--- src/rtl/fetch_queue.sv ---
// Instruction fetch front end: issues in-order imem requests under a credit
// limit, buffers responses in a prefetch queue and presents them to decode.
module fetch_queue #(
  parameter int unsigned        DWIDTH         = 32,
  parameter int unsigned        AWIDTH         = 32,
  parameter logic [31:0]        IMEM_BASE_ADDR = 32'h0100_0000,
  parameter logic [AWIDTH-1:0]  RESET_PC       = AWIDTH'(IMEM_BASE_ADDR),
  parameter int unsigned        DEPTH          = 4
) (
  input  logic              clk,
  input  logic              rst,
  input  logic              pcsel_i,
  input  logic [AWIDTH-1:0] pc_branch_i,
  output logic              imem_req_valid_o,
  input  logic              imem_req_ready_i,
  output logic [AWIDTH-1:0] imem_req_addr_o,
  input  logic              imem_rsp_valid_i,
  input  logic [DWIDTH-1:0] imem_rsp_data_i,
  output logic              insn_valid_o,
  input  logic              insn_ready_i,
  output logic [AWIDTH-1:0] pc_o,
  output logic [DWIDTH-1:0] insn_o
);

  localparam int unsigned PW = (DEPTH > 1) ? $clog2(DEPTH) : 1;
  localparam int unsigned CW = PW + 1;
  localparam logic [CW:0] CREDITS = (CW+1)'(DEPTH);
  localparam logic [AWIDTH-1:0] INSN_BYTES = AWIDTH'(4);

  logic [AWIDTH-1:0] fetch_pc_q, fetch_pc_d;
  logic [AWIDTH-1:0] head_pc_q, head_pc_d;
  logic [PW-1:0]     rd_ptr_q, rd_ptr_d;
  logic [PW-1:0]     wr_ptr_q, wr_ptr_d;
  logic [CW-1:0]     count_q, count_d;
  logic [CW-1:0]     inflight_q, inflight_d;
  logic [CW-1:0]     drop_q, drop_d;
  logic [DWIDTH-1:0] mem_q [DEPTH];

  logic [AWIDTH-1:0] target;
  logic              credit_ok;
  logic              req_fire;
  logic              rsp_take;
  logic              push;
  logic              pop;
  logic              unused_bits;

  assign target      = {pc_branch_i[AWIDTH-1:2], 2'b00};
  assign unused_bits = &{1'b0, pc_branch_i[1:0]};

  // inflight includes responses already marked for dropping, so the credit
  // check covers every slot a returning response could possibly occupy.
  assign credit_ok        = ({1'b0, count_q} + {1'b0, inflight_q}) < CREDITS;
  assign imem_req_valid_o = !pcsel_i && credit_ok;
  assign imem_req_addr_o  = fetch_pc_q;
  assign req_fire         = imem_req_valid_o && imem_req_ready_i;

  assign rsp_take = imem_rsp_valid_i && (inflight_q != '0);
  assign push     = rsp_take && (drop_q == '0) && !pcsel_i;

  assign insn_valid_o = (count_q != '0) && !pcsel_i;
  assign pop          = insn_valid_o && insn_ready_i;
  assign insn_o       = (count_q != '0) ? mem_q[rd_ptr_q] : '0;
  assign pc_o         = head_pc_q;

  always_comb begin
    fetch_pc_d = fetch_pc_q;
    head_pc_d  = head_pc_q;
    rd_ptr_d   = rd_ptr_q;
    wr_ptr_d   = wr_ptr_q;
    count_d    = count_q;
    drop_d     = drop_q;
    inflight_d = inflight_q + CW'(req_fire) - CW'(rsp_take);

    if (pcsel_i) begin
      fetch_pc_d = target;
      head_pc_d  = target;
      rd_ptr_d   = '0;
      wr_ptr_d   = '0;
      count_d    = '0;
      // Every response still outstanding belongs to the abandoned path; drop
      // counts are a subset of inflight, so back-to-back redirects cannot
      // over-count.
      drop_d     = inflight_q - CW'(rsp_take);
    end else begin
      if (req_fire)
        fetch_pc_d = fetch_pc_q + INSN_BYTES;
      if (rsp_take) begin
        if (drop_q != '0)
          drop_d = drop_q - CW'(1);
        else
          wr_ptr_d = wr_ptr_q + PW'(1);
      end
      if (pop) begin
        rd_ptr_d  = rd_ptr_q + PW'(1);
        head_pc_d = head_pc_q + INSN_BYTES;
      end
      count_d = count_q + CW'(push) - CW'(pop);
    end
  end

  always_ff @(posedge clk) begin
    if (rst) begin
      fetch_pc_q <= RESET_PC;
      head_pc_q  <= RESET_PC;
      rd_ptr_q   <= '0;
      wr_ptr_q   <= '0;
      count_q    <= '0;
      inflight_q <= '0;
      drop_q     <= '0;
    end else begin
      fetch_pc_q <= fetch_pc_d;
      head_pc_q  <= head_pc_d;
      rd_ptr_q   <= rd_ptr_d;
      wr_ptr_q   <= wr_ptr_d;
      count_q    <= count_d;
      inflight_q <= inflight_d;
      drop_q     <= drop_d;
    end
  end

  // Queue storage needs no reset: count gates what is ever presented.
  always_ff @(posedge clk) begin
    if (push)
      mem_q[wr_ptr_q] <= imem_rsp_data_i;
  end

endmodule

--- config.mk ---
export PLATFORM = sky130hd
export DESIGN_NAME = fetch_queue
export DESIGN_NICKNAME = d
export VERILOG_FILES = /design/src/rtl/fetch_queue.sv
export SDC_FILE = /design/constraint.sdc
export NUM_CORES = 1
export LEC_CHECK = 0
export BUFFER_PORTS_ARGS = -buffer_cell sky130_fd_sc_hd__buf_4
export CORE_UTILIZATION = 56
export DETAILED_ROUTE_END_ITERATION = 8
export GPL_ROUTABILITY_DRIVEN = 0
export GPL_TIMING_DRIVEN = 1
export PLACE_DENSITY = 0.85
export SLEW_MARGIN = 20
export SYNTH_ARGS = -nofsm -noshare
export SYNTH_HDL_FRONTEND = slang
export SYNTH_SLANG_ARGS = --single-unit
--- constraint.sdc ---
create_clock -name clk -period 3.8 [get_ports clk]
set_clock_uncertainty 0.15 [all_clocks]
set_input_delay 1.14 -clock clk [delete_from_list [all_inputs] [get_ports clk]]
set_output_delay 1.14 -clock clk [all_outputs]
set_load 0.005 [all_outputs]
==> flow_metrics.py <==
metrics = {
    "run_status": {
        "status": "complete, no violations",
    },
    "routing": {
        "wl_per_cell_um": 19.2,
        "drt_iter0_drc": 531,
        "wl_mm": 21.3,
        "drc": 0,
        "dr.pass1.iters": 6,
        "ant_nets": 0,
        "vias": 6499,
        "vias_per_cell": 5.86,
    },
    "critical_path": {
        "critPathMaxStageDelay_ps": 540,
        "r2r_cells": 11,
        "r2r_start": "count_q[2]",
        "reg2reg_to": "inflight_q[2]",
        "crit_slowest_cell": "mux4_2",
        "cp-end-kind": "output pin",
        "r2r_slack_ps": 820,
        "cp-start-kind": "flop",
        "crit_type": "reg -> out",
        "path_cells": "buf_12, mux4_2, and2_1, buf_4",
        "arrival_ps": 1990,
        "crit_fanout": 32,
        "cp.required_ps": 2510,
    },
    "clock_network": {
        "cts_setup_buffers": 0,
        "clock_latency_ps": 490,
        "cts-resized-gates": 0,
        "ctsLongestPathBuffers": 3,
        "cts_tree": "done",
        "path_clk_slew_ps": 60,
        "cts_sinks": 203,
        "htreeDepth": 1,
        "cts_inserted_buffers": 21,
        "cts.hold.buffers_added": 0,
        "cts_root_buf": "clkbuf_16",
    },
    "power": {
        "power_frac_comb": 0.125,
        "p_seq_frac": 0.488,
        "p_int_mw": 4.01,
        "leakagePower_nw": 4.17,
        "p_sw_frac": 0.235,
        "p_per_area_nw_per_um2": 467,
        "power.net_switching_mw": 1.24,
        "pwr-share-clk": 0.387,
        "ir_drop_uv": 289,
    },
    "logic_synthesis": {
        "synthTopCellsByCount": "edfxtp_1, dfxtp_1, and2_1",
        "yosysTopAreaCell": "edfxtp_1",
        "synth.most_common_cell": "edfxtp_1",
        "synth_seq_cells": 203,
        "synth_ff_type": "edfxtp_1",
        "ys_seq_area_frac": 0.586,
        "syn_avg_cell_area_um2": 12.7,
        "async_flop_share": 0,
        "yosys_warnings": 0,
        "ys_types": 52,
        "synthCells": 719,
        "synth.top_cell.area_share": 0.422,
        "synth_area_leaders": "edfxtp_1, dfxtp_1, mux4_2",
        "synth_edf_count": 128,
        "netlist_area_um2": 9120,
    },
    "sta": {
        "hold_viol_final": 0,
        "slew_violations": 0,
        "hold_ws_ps": 378,
        "tns_ps": 0,
        "rsz0062_at_grt": "false",
        "slew_headroom": 0.484,
        "setup_viol": 0,
        "layout_min_cycle_time_ps": 3280,
        "tightest_slew_ps": 767,
        "period_share": 0.862,
        "fmax_mhz": 305,
    },
    "die": {
        "num_io_pins": 168,
        "start_util": 0.574,
        "fp-row-count": 46,
        "die_w_um": 130,
        "core_area_um2": 15900,
        "die_y_um": 130,
        "dieArea_um2": 16800,
    },
    "min_path": {
        "min_from": "rd_ptr_q[1]",
        "holdPathEnd": "rd_ptr_q[1]",
        "holdCritPathClass": "reg -> reg",
        "holdPathStages": 2,
    },
    "final_layout": {
        "layout.nets": 966,
        "syn2layout_area_growth_pct": 23.3,
        "layout-drive-gt1-share": 0.279,
        "insertedDiodeCount": 0,
    },
    "grt": {
        "top_usage_layer": "met2",
        "gr-usage-met1": 0.331,
        "grt_pass1_wl_mm": 32.9,
        "antenna_found_initial": 0,
        "gr-total-overflow": 0,
        "gr-usage-met2": 0.452,
        "grt_pass1_vias": 6184,
        "grtUsageTotal": 0.257,
        "grt_start_max_net_pins": 66,
        "met3_usage": 0.0446,
    },
    "placed_design": {
        "dp_hpwl_mm": 14.5,
        "port_buffers": 161,
    },
    "run": {
        "maxCapViolations": 0,
    },
}
-- per-stage QoR --
step / util / cell area (µm²) / total power [mW] / setup slack [ps] / cells
floorplan: - / 9130 / 2.96 / 455 / 722
global placement: 0.665 / 10600 / 3.23 / 364 / 1071
detailed placement: 0.665 / 10600 / 3.26 / 274 / 1071
CTS: 0.708 / 11200 / 5.29 / 478 / 1109
global route: 0.708 / 11200 / 5.46 / 417 / 1109
finish: 0.708 / 11200 / 5.25 / 524 / 1109
-- placed cells by master (no fill, tap or decap), types with 5 or more instances in the layout --
| master | n |
|---|---|
| dfxtp_1 | 74 |
| nor2_1 | 30 |
| a21boi_0 | 23 |
| clkbuf_16 | 21 |
| xor2_1 | 29 |
| a211oi_1 | 10 |
| nor3_1 | 14 |
| a21oi_1 | 29 |
| a31oi_1 | 8 |
| ha_1 | 16 |
| clkbuf_1 | 5 |
| nand3_1 | 27 |
| nand4_1 | 25 |
| xnor2_1 | 22 |
| and3_1 | 10 |
| nand2_1 | 42 |
| mux4_2 | 32 |
| o21ai_0 | 7 |
| nor4_1 | 12 |
| buf_4 | 171 |
| inv_1 | 31 |
| and2_1 | 43 |
| and4_1 | 10 |
| edfxtp_1 | 128 |
-- how the worst max path moves through the flow --
stage                      start             to  slack (ps)  cells after the start
floorplan           insn_ready_i     count_q[2]         460                     12
global placement         pcsel_i  inflight_q[2]         360                     11
detailed placement       pcsel_i  inflight_q[2]         270                     11
CTS                         flop     insn_o[28]         480                      4
global route                flop     insn_o[12]         420                      4
finish                      flop     insn_o[28]         520                      4
-- power by group through the flow --
stage,logic (mW),clock network [mW],registers [mW]
floorplan,0.381,0,2.58
global placement,0.632,0,2.60
detailed placement,0.655,0,2.61
CTS,0.661,2.06,2.56
global route,0.729,2.16,2.57
finish,0.657,2.03,2.56
-- worst max-delay path: cells and delay by family, from the launching register on --
kind | cells | cell delay [ps]
multiplexers | 1 | 540
buffers and inverters | 2 | 400
AND/OR/NAND/NOR | 1 | 200
flip-flops | 1 | 340
-- layout make-up --
cell class | count | area, µm²
sequential | 203 | 5350
fill | 1084 | 4640
multi-input combinational | 447 | 3490
timing repair buffer | 174 | 1340
clock buffer | 26 | 544
tap | 216 | 270
clock inverter | 12 | 136
inverter | 31 | 116
-- state kept, by name, indices dropped and copies added, names as in the netlist, named ones only --
register         cells
drop_q               3
inflight_q           3
mem_q              128
wr_ptr_q             2
pc_o                30
rd_ptr_q             2
count_q              3
imem_req_addr_o     30
-- cells by family after synthesis --
family          Yosys count  share of synthesized area
buf+inv                  72                     0.0327
xor+xnor                 51                     0.0490
other cells               1                   0.000411
flops                   203                      0.586
mux                      38                     0.0862
fa+ha+maj                18                     0.0263
simple gates            235                      0.145
compound gates          101                     0.0738
-- per-layer routing --
layer	routed length (µm)	part of all wire
met5	0	0
met4	402	0.019
met3	1720	0.081
met2	10700	0.50
met1	8460	0.40
(Power assumes the default switching activity.)
